File: config.mk
export PLATFORM = sky130hd
export DESIGN_NAME = hit_counter_flat
export DESIGN_NICKNAME = d
export VERILOG_FILES = /design/src/rtl/game_pkg.sv /design/src/rtl/hit_counter_if.sv /design/src/rtl/rise_detect.sv /design/src/rtl/hit_counter.sv /design/src/flat_wrapper.sv
export SDC_FILE = /design/constraint.sdc
export NUM_CORES = 1
export LEC_CHECK = 0
export ABC_AREA = 1
export CAP_MARGIN = 20
export CORE_MARGIN = 2
export CORE_UTILIZATION = 50
export CTS_CLUSTER_DIAMETER = 30
export DETAILED_ROUTE_END_ITERATION = 8
export PLACE_DENSITY_LB_ADDON = 0.3
export SYNTH_ARGS = -nofsm -noshare
export SYNTH_HDL_FRONTEND = slang
export SYNTH_SLANG_ARGS = --single-unit
File: constraint.sdc
create_clock -name pclk -period 5.1 [get_ports pclk]
set_input_delay 0.51 -clock pclk [delete_from_list [all_inputs] [get_ports pclk]]
set_output_delay 0.51 -clock pclk [all_outputs]
set_load 0.1 [all_outputs]
File: src/rtl/game_pkg.sv
// Shared definitions for the ship hit/damage logic: FSM states, counter width and default death level.
package game_pkg;

    localparam int CNT_W              = 4;
    localparam int DEAD_LEVEL_DEFAULT = 3;
    localparam logic [CNT_W-1:0] CNT_MAX = '1;

    typedef enum logic [1:0] {
        ARMED,
        COOLDOWN,
        DEAD
    } state_t;

    // The hit count sticks at its maximum instead of wrapping back to zero.
    function automatic logic [CNT_W-1:0] sat_inc(input logic [CNT_W-1:0] value);
        return (value == CNT_MAX) ? value : value + CNT_W'(1);
    endfunction

endpackage

File: src/rtl/hit_counter_if.sv
// Collision/menu inputs and hit-status outputs of the ship hit counter.
interface hit_counter_if;
    import game_pkg::*;

    logic             hit;
    logic             new_game;
    logic [CNT_W-1:0] signal_counter;
    logic             hit_ack;
    logic             cooldown;
    logic             dead;

    modport master (
        output hit, new_game,
        input  signal_counter, hit_ack, cooldown, dead
    );

    modport slave (
        input  hit, new_game,
        output signal_counter, hit_ack, cooldown, dead
    );

endinterface

File: src/rtl/rise_detect.sv
// Rising-edge detector for the collision level.
// Define HIT_SYNC_EN to put a 2-flop synchronizer in front of the detector.
module rise_detect (
    input  logic pclk,
    input  logic rst,
    input  logic hit,
    output logic rise
);

`ifdef HIT_SYNC_EN
    localparam int STAGES = 2;
`else
    localparam int STAGES = 0;
`endif
    localparam int PW = STAGES + 1;

    logic          sampled;
    logic          prev;
    logic [PW-1:0] primed;

`ifdef HIT_SYNC_EN
    logic [1:0] sync_q;

    always_ff @(posedge pclk or negedge rst) begin
        if (!rst) begin
            sync_q <= '0;
        end else begin
            sync_q <= {sync_q[0], hit};
        end
    end

    assign sampled = sync_q[1];
`else
    assign sampled = hit;
`endif

    // primed fills with ones so that edges are only reported once prev holds a real post-reset
    // sample; a level already high when reset releases is therefore not taken as an edge.
    always_ff @(posedge pclk or negedge rst) begin
        if (!rst) begin
            prev   <= 1'b0;
            primed <= '0;
        end else begin
            prev   <= sampled;
            primed <= (primed << 1) | PW'(1);
        end
    end

    assign rise = sampled & ~prev & primed[PW-1];

endmodule

File: src/rtl/hit_counter.sv
// Ship hit counter: counts accepted collisions, ignores hits during a cooldown window, flags death.
// Define HIT_SYNC_EN to synchronize the hit input (2 extra cycles of latency).
module hit_counter
    import game_pkg::*;
#(
    parameter int COOLDOWN_CYCLES = 65_000_000,
    parameter int DEAD_LEVEL      = DEAD_LEVEL_DEFAULT
) (
    input  logic         pclk,
    input  logic         rst,
    hit_counter_if.slave bus
);

    localparam int            DW        = $clog2(COOLDOWN_CYCLES) + 1;
    localparam logic [DW-1:0] DOWN_LOAD = DW'(COOLDOWN_CYCLES - 1);

    state_t           state;
    logic [DW-1:0]    down_cnt;
    logic [CNT_W-1:0] count;
    logic [CNT_W-1:0] count_inc;
    logic             hit_ack_q;
    logic             cooldown_q;
    logic             dead_q;
    logic             hit_rise;

    rise_detect u_rise_detect (
        .pclk (pclk),
        .rst  (rst),
        .hit  (bus.hit),
        .rise (hit_rise)
    );

    assign count_inc = sat_inc(count);

    // new_game overrides everything, including a hit edge arriving in the same cycle.
    always_ff @(posedge pclk or negedge rst) begin
        if (!rst) begin
            state      <= ARMED;
            down_cnt   <= '0;
            count      <= '0;
            hit_ack_q  <= 1'b0;
            cooldown_q <= 1'b0;
            dead_q     <= 1'b0;
        end else begin
            hit_ack_q <= 1'b0;
            if (bus.new_game) begin
                state      <= ARMED;
                down_cnt   <= '0;
                count      <= '0;
                cooldown_q <= 1'b0;
                dead_q     <= 1'b0;
            end else begin
                case (state)
                    ARMED: begin
                        if (hit_rise) begin
                            count     <= count_inc;
                            hit_ack_q <= 1'b1;
                            if (int'(count_inc) == DEAD_LEVEL) begin
                                state  <= DEAD;
                                dead_q <= 1'b1;
                            end else begin
                                state      <= COOLDOWN;
                                cooldown_q <= 1'b1;
                                down_cnt   <= DOWN_LOAD;
                            end
                        end
                    end
                    COOLDOWN: begin
                        if (down_cnt == '0) begin
                            state      <= ARMED;
                            cooldown_q <= 1'b0;
                        end else begin
                            down_cnt <= down_cnt - DW'(1);
                        end
                    end
                    DEAD: begin
                        dead_q <= 1'b1;
                    end
                    default: begin
                        state <= ARMED;
                    end
                endcase
            end
        end
    end

    assign bus.signal_counter = count;
    assign bus.hit_ack        = hit_ack_q;
    assign bus.cooldown       = cooldown_q;
    assign bus.dead           = dead_q;

endmodule

File: src/flat_wrapper.sv
// flat-port wrapper written by rule: the top's interface ports become plain ports
module hit_counter_flat import game_pkg::*;
#(
    parameter int COOLDOWN_CYCLES = 65_000_000,
    parameter int DEAD_LEVEL      = DEAD_LEVEL_DEFAULT
)
  (pclk, rst, bus_hit, bus_new_game, bus_signal_counter, bus_hit_ack, bus_cooldown, bus_dead);
  hit_counter_if bus_i ();
  input  logic pclk;
  input  logic rst;
  input wire logic [$bits(bus_i.hit)-1:0] bus_hit;
  input wire logic [$bits(bus_i.new_game)-1:0] bus_new_game;
  output wire logic [$bits(bus_i.signal_counter)-1:0] bus_signal_counter;
  output wire logic [$bits(bus_i.hit_ack)-1:0] bus_hit_ack;
  output wire logic [$bits(bus_i.cooldown)-1:0] bus_cooldown;
  output wire logic [$bits(bus_i.dead)-1:0] bus_dead;
  assign bus_i.hit = bus_hit;
  assign bus_i.new_game = bus_new_game;
  assign bus_signal_counter = bus_i.signal_counter;
  assign bus_hit_ack = bus_i.hit_ack;
  assign bus_cooldown = bus_i.cooldown;
  assign bus_dead = bus_i.dead;
  hit_counter #(.COOLDOWN_CYCLES(COOLDOWN_CYCLES), .DEAD_LEVEL(DEAD_LEVEL)) u_core (.pclk(pclk), .rst(rst), .bus(bus_i));
endmodule
Yosys cells after proc, flatten, opt, wreduce, memory -nomap -nowiden --
Cells that the tools add are included.
Cells by class: add/subtract/negate cells 2, eq/ne operators 10, multiplexer cells 26, bitwise operators 3, reduce and logical (&&, ||, !) cells 11
Operator list (count):
- 27-bit two-way mux | 4
- 27-bit case mux with 2 select lines | 1
- 27-bit logical NOT | 1
- 27-bit by 1-bit subtractor with 27-bit output, second input constant | 1
- 4-bit two-way mux | 4
- 1-bit two-way mux | 10
- 3-bit by 2-bit != test with 1-bit output, second input constant | 3
- 2-bit two-way mux | 4
- 4-bit AND reduction | 2
- 3-bit != test, second input constant | 2
- 2-bit case mux with 3 select lines | 1
- 3-bit AND reduction | 2
- 3-bit nonzero test | 2
- 4-bit by 1-bit adder with 4-bit output, second input constant | 1
- 4-bit by 3-bit equality test with 1-bit output, second input constant | 1
- 4-bit equality test, second input constant | 1
- 1-bit case mux with 2 select lines | 2
- 2-bit nonzero test | 2
- 1-bit AND | 2
- 2-bit by 1-bit equality test with 1-bit output, second input constant | 1
- 2-bit equality test, second input constant | 1
- 2-bit logical NOT | 1
- 2-bit != test, second input constant | 1
- 2-bit AND reduction | 1
- 1-bit inverter | 1
Word-level totals: register bits 38, input port bits 4, logic and storage cells 60

Depth between registers and ports, before layout --
word-level depth 7, gate-level depth with buffers 13, mapped depth without buffers 12

Cells and area by module --
From an unflattened synthesis, not the netlist that was laid out.
Unflattened totals: cell total of the unflattened synthesis 352, area total of the unflattened synthesis 2396.0 um^2
By module, submodules not included:
- hit_counter | instances 1, cells an instance 347, area an instance 2332.2 um^2, sequential area each 900.9 um^2
- rise_detect | instances 1, cells an instance 5, area an instance 63.8 um^2, sequential area each 50.0 um^2

Worst setup path before layout --
OpenSTA, ideal clock, no wires.
path kind register -> register, start point register u_core.count[0], in the netlist u_core.bus.signal_counter[0], end point register u_core.down_cnt[14], library setup time 0.116 ns, arrival time 2.255 ns, required time 4.984 ns, setup slack 2.729 ns, stages on the path, launching flop included 12, path through dfrtp_1 -> ha_1 -> nand3_1 -> o21ai_0 -> inv_1 -> nor2_1 -> nor2_1 -> nand2_1 -> nand2_1 -> buf_6 -> nand2_1 -> nand2_1
Between the ends: longest elaborated chain between the ends 5
RTL lines:
- start, declared | RTL line hit_counter.sv:19 | logic [CNT_W-1:0] count;
- start signal, assigned | RTL line hit_counter.sv:56 | count <= count_inc;
- 4-bit by 1-bit adder with 4-bit output / 4-bit equality test (equally long branches) | RTL line game_pkg.sv:16 | return (value == CNT_MAX) ? value : value + CNT_W'(1);
- 4-bit two-way mux * | RTL line game_pkg.sv:16
- 4-bit by 3-bit equality test with 1-bit output * | RTL line hit_counter.sv:58 | if (int'(count_inc) == DEAD_LEVEL) begin
- 3-bit != test (no line) *
- 4-bit AND reduction (no line) *
- end signal, assigned | RTL line hit_counter.sv:73 | down_cnt <= down_cnt - DW'(1);
- end, declared | RTL line hit_counter.sv:18 | logic [DW-1:0] down_cnt;
Every way passes the cells marked *; elsewhere a longest branch is shown, timed or not. A chain may end at the register's enable or synchronous reset.

Worst setup path in the final report --
start point register u_core.count[0], in the netlist u_core.bus.signal_counter[0], end point output bus_signal_counter[0]
RTL lines:
- end, declared | RTL line flat_wrapper.sv:13 | output wire logic [$bits(bus_i.signal_counter)-1:0] bus_signal_counter;
No word-level cell between the ends.

==> flow_summary.json <==
{
  "wl_um": 5420,
  "max_stage_delay_ns": 1.16,
  "final_nets": 396,
  "post_cts_resized": 0,
  "ant_nets": 0,
  "relSlewSlack_pct": 35.3,
  "synth_cells": 380,
  "hold_violations": 0,
  "clkLatencyLatePin_ns": 0.30,
  "syn_nets": 386,
  "core_area_sq_um": 4790,
  "power.leakage_nw": 1.37,
  "utilization_pct": 56.8,
  "maxCapViolCount": 0,
  "min_period_over_period_pct": 46.9,
  "grt_pass1_vias": 2125,
  "cts_buffer_depth": 2,
  "portBuffers": 10,
  "grt_max_degree": 39,
  "grt_util_all_layers_pct": 22.7,
  "numCtsBuffers": 5,
  "grt_overflow": 0,
  "clock-sinks": 38,
  "viasPerCell": 5.09,
  "drc_errors": 0,
  "gp_congestion": 0.886,
  "cts-hold-fix-buffers": 0,
  "skew_ns": 0.00696,
  "cts_tree": "built",
  "multi_input_area_sq_um": 1300,
  "critPathBufInv": 1,
  "root_buffer": "clkbuf_8",
  "synth_ff_type": "dfrtp_1",
  "grt_pass1_wl_um": 9630,
  "ios": 11,
  "layout-drive-gt1-share_pct": 7.16,
  "yosysMostFrequentCell": "nand2_1",
  "power.density_nw_per_um2": 532,
  "yosysTopAreaCellShare_pct": 37.9,
  "ys_types": 26,
  "ys_top_cells_by_count": "nand2_1, nor2_1, inv_1, dfrtp_1, nand3_1",
  "async_reset_ff_share_pct": 100,
  "fin_crit_ns": 2.39,
  "vias": 2333,
  "finalSetupViolCount": 0,
  "synth_top_area_cell": "dfrtp_1",
  "peakVddDrop_v": 0.000261,
  "fmax_ghz": 0.418,
  "end_kind": "output port",
  "rsz0062_at_grt": "false",
  "cp_slowest_cell": "clkdlybuf4s50_1",
  "syn_area_sq_um": 2510,
  "drv_slew": 0,
  "wire_per_inst_um": 11.8,
  "ys_warn_count": 0,
  "initial_utilization_pct": 52.4,
  "setup_tns_ns": 0,
  "tightestPinTransition_ns": 0.968,
  "die_w_um": 74.8,
  "std_cell_rows": 25,
  "dieArea_sq_um": 5600,
  "cp_top_family": "buffers and inverters",
  "postCtsSetupBuffers": 0,
  "synth-edff-count": 0,
  "diodes": 0,
  "fill_cells": 487,
  "cp.arrival_ns": 1.88,
  "die_h_um": 74.8,
  "fin_hold_ws_ns": 0.306,
  "status": "completed",
  "avgSynthCellArea_sq_um": 6.60,
  "first_pass_iters": 5,
  "worstSetupStartpointType": "flip-flop",
  "hp-class": "input pin to asynchronous set/reset pin",
  "synth-seq-area-share_pct": 37.9,
  "crit_required_ns": 4.59,
  "critical_path.max_fanout": 5,
  "synth_area_leaders": "dfrtp_1, nand2_1, nor2_1, inv_1, nand3_1",
  "crit_chain": "clkdlybuf4s50_1",
  "htreeDepth": 2,
  "clk_pin_slew_ns": 0.08,
  "ys_ff_latch": 38,
  "power_mw": 1.45,
  "area_delta_synth_final_pct": 8.43,
  "path_class": "flip-flop to output port",
  "dpl.hpwl_um": 3940,
  "drtIter0Drc": 201,
  "regArea_sq_um": 951,
  "antenna_found_initial": 0
}
==> layer usage <==
layer / global-route usage, % / vias up / share of wire (%)
li1: - / 1209 / -
met4: 9.72 / 0 / 1.8
met2: 34.3 / 43 / 45
met3: 5.22 / 8 / 4.4
met1: 31.4 / 1073 / 49
met5: 0 / - / 0
==> cell usage in the layout, fill, tap and decap left out <==
master,instances
o22ai_1,3
nor4_1,1
nor2_4,3
nor2_8,1
a21oi_1,8
nand2_1,141
clkinvlp_4,1
o21ai_1,7
clkdlybuf4s50_1,9
nor3_1,6
o21ai_0,14
nand3_1,26
ha_1,2
nand4_1,10
inv_2,7
dfrtp_1,38
clkinv_2,1
nand3b_1,2
buf_2,1
inv_1,42
conb_1,1
xor2_1,3
xnor2_1,2
nand2_2,3
nor2_2,1
nor2_1,48
buf_4,1
nand2_4,3
clkbuf_8,6
==> kinds of logic after synthesis <==
logic type / after synthesis / share of synthesized area, %
and+or+nand+nor: 245 / 42.5
adders and majority gates: 2 / 0.998
buffers and inverters: 57 / 10.1
AOI/OAI and AO/OA: 32 / 6.54
xor gates and xnor gates: 5 / 1.75
DFF: 38 / 37.9
other: 1 / 0.150
==> sequential cells by signal (all words and copies together) (netlist names) <==
name	count
u_core.down_cnt	27
u_core.bus.signal_counter	4
u_core.state	2
u_core.bus.cooldown	1
u_core.bus.dead	1
u_core.bus.hit_ack	1
u_core.u_rise_detect.prev	1
u_core.u_rise_detect.primed	1
==> path summary, 6_finish.rpt <==
kind	start	endpoint	slack (ns)	cells after the start
setup reg to reg	u_core.down_cnt[0]	u_core.down_cnt[14]	2.79	11
setup / recovery	u_core.bus.signal_counter[0]	bus_signal_counter[0]	2.71	1
max in group asynchronous	rst	u_core.down_cnt[22]	4.26	1
hold / removal	rst	u_core.bus.signal_counter[0]	0.31	1
min in group pclk	u_core.bus.cooldown	u_core.bus.cooldown	0.50	2
hold reg to reg	u_core.bus.cooldown	u_core.bus.cooldown	0.50	2
==> cell type report <==
type                    count  share of cell area [%]
clock buffers               6                    3.04
clock inverters             2                   0.460
inverters                  49                    6.76
multi-input cells         285                    47.9
flip-flops and latches     38                    35.0
well taps                  67                    3.08
repair buffers             11                    3.77
==> metrics by stage <==
stage          worst slack, ns  cell area [sq um]  cells
3_3_place_gp              2.54               2620    450
6_report                  2.71               2720    458
5_1_grt                   2.51               2720    458
3_5_place_dp              2.43               2620    450
2_1_floorplan             2.73               2510    380
4_1_cts                   2.70               2720    458
==> where the power goes <==
| group | switching (mW) | total, mW | internal (mW) |
|---|---|---|---|
| Sequential | 0.0936 | 0.484 | 0.391 |
| Combinational | 0.523 | 0.741 | 0.217 |
| Clock | 0.112 | 0.221 | 0.109 |
Note: power is estimated with default switching activity, not from simulation.
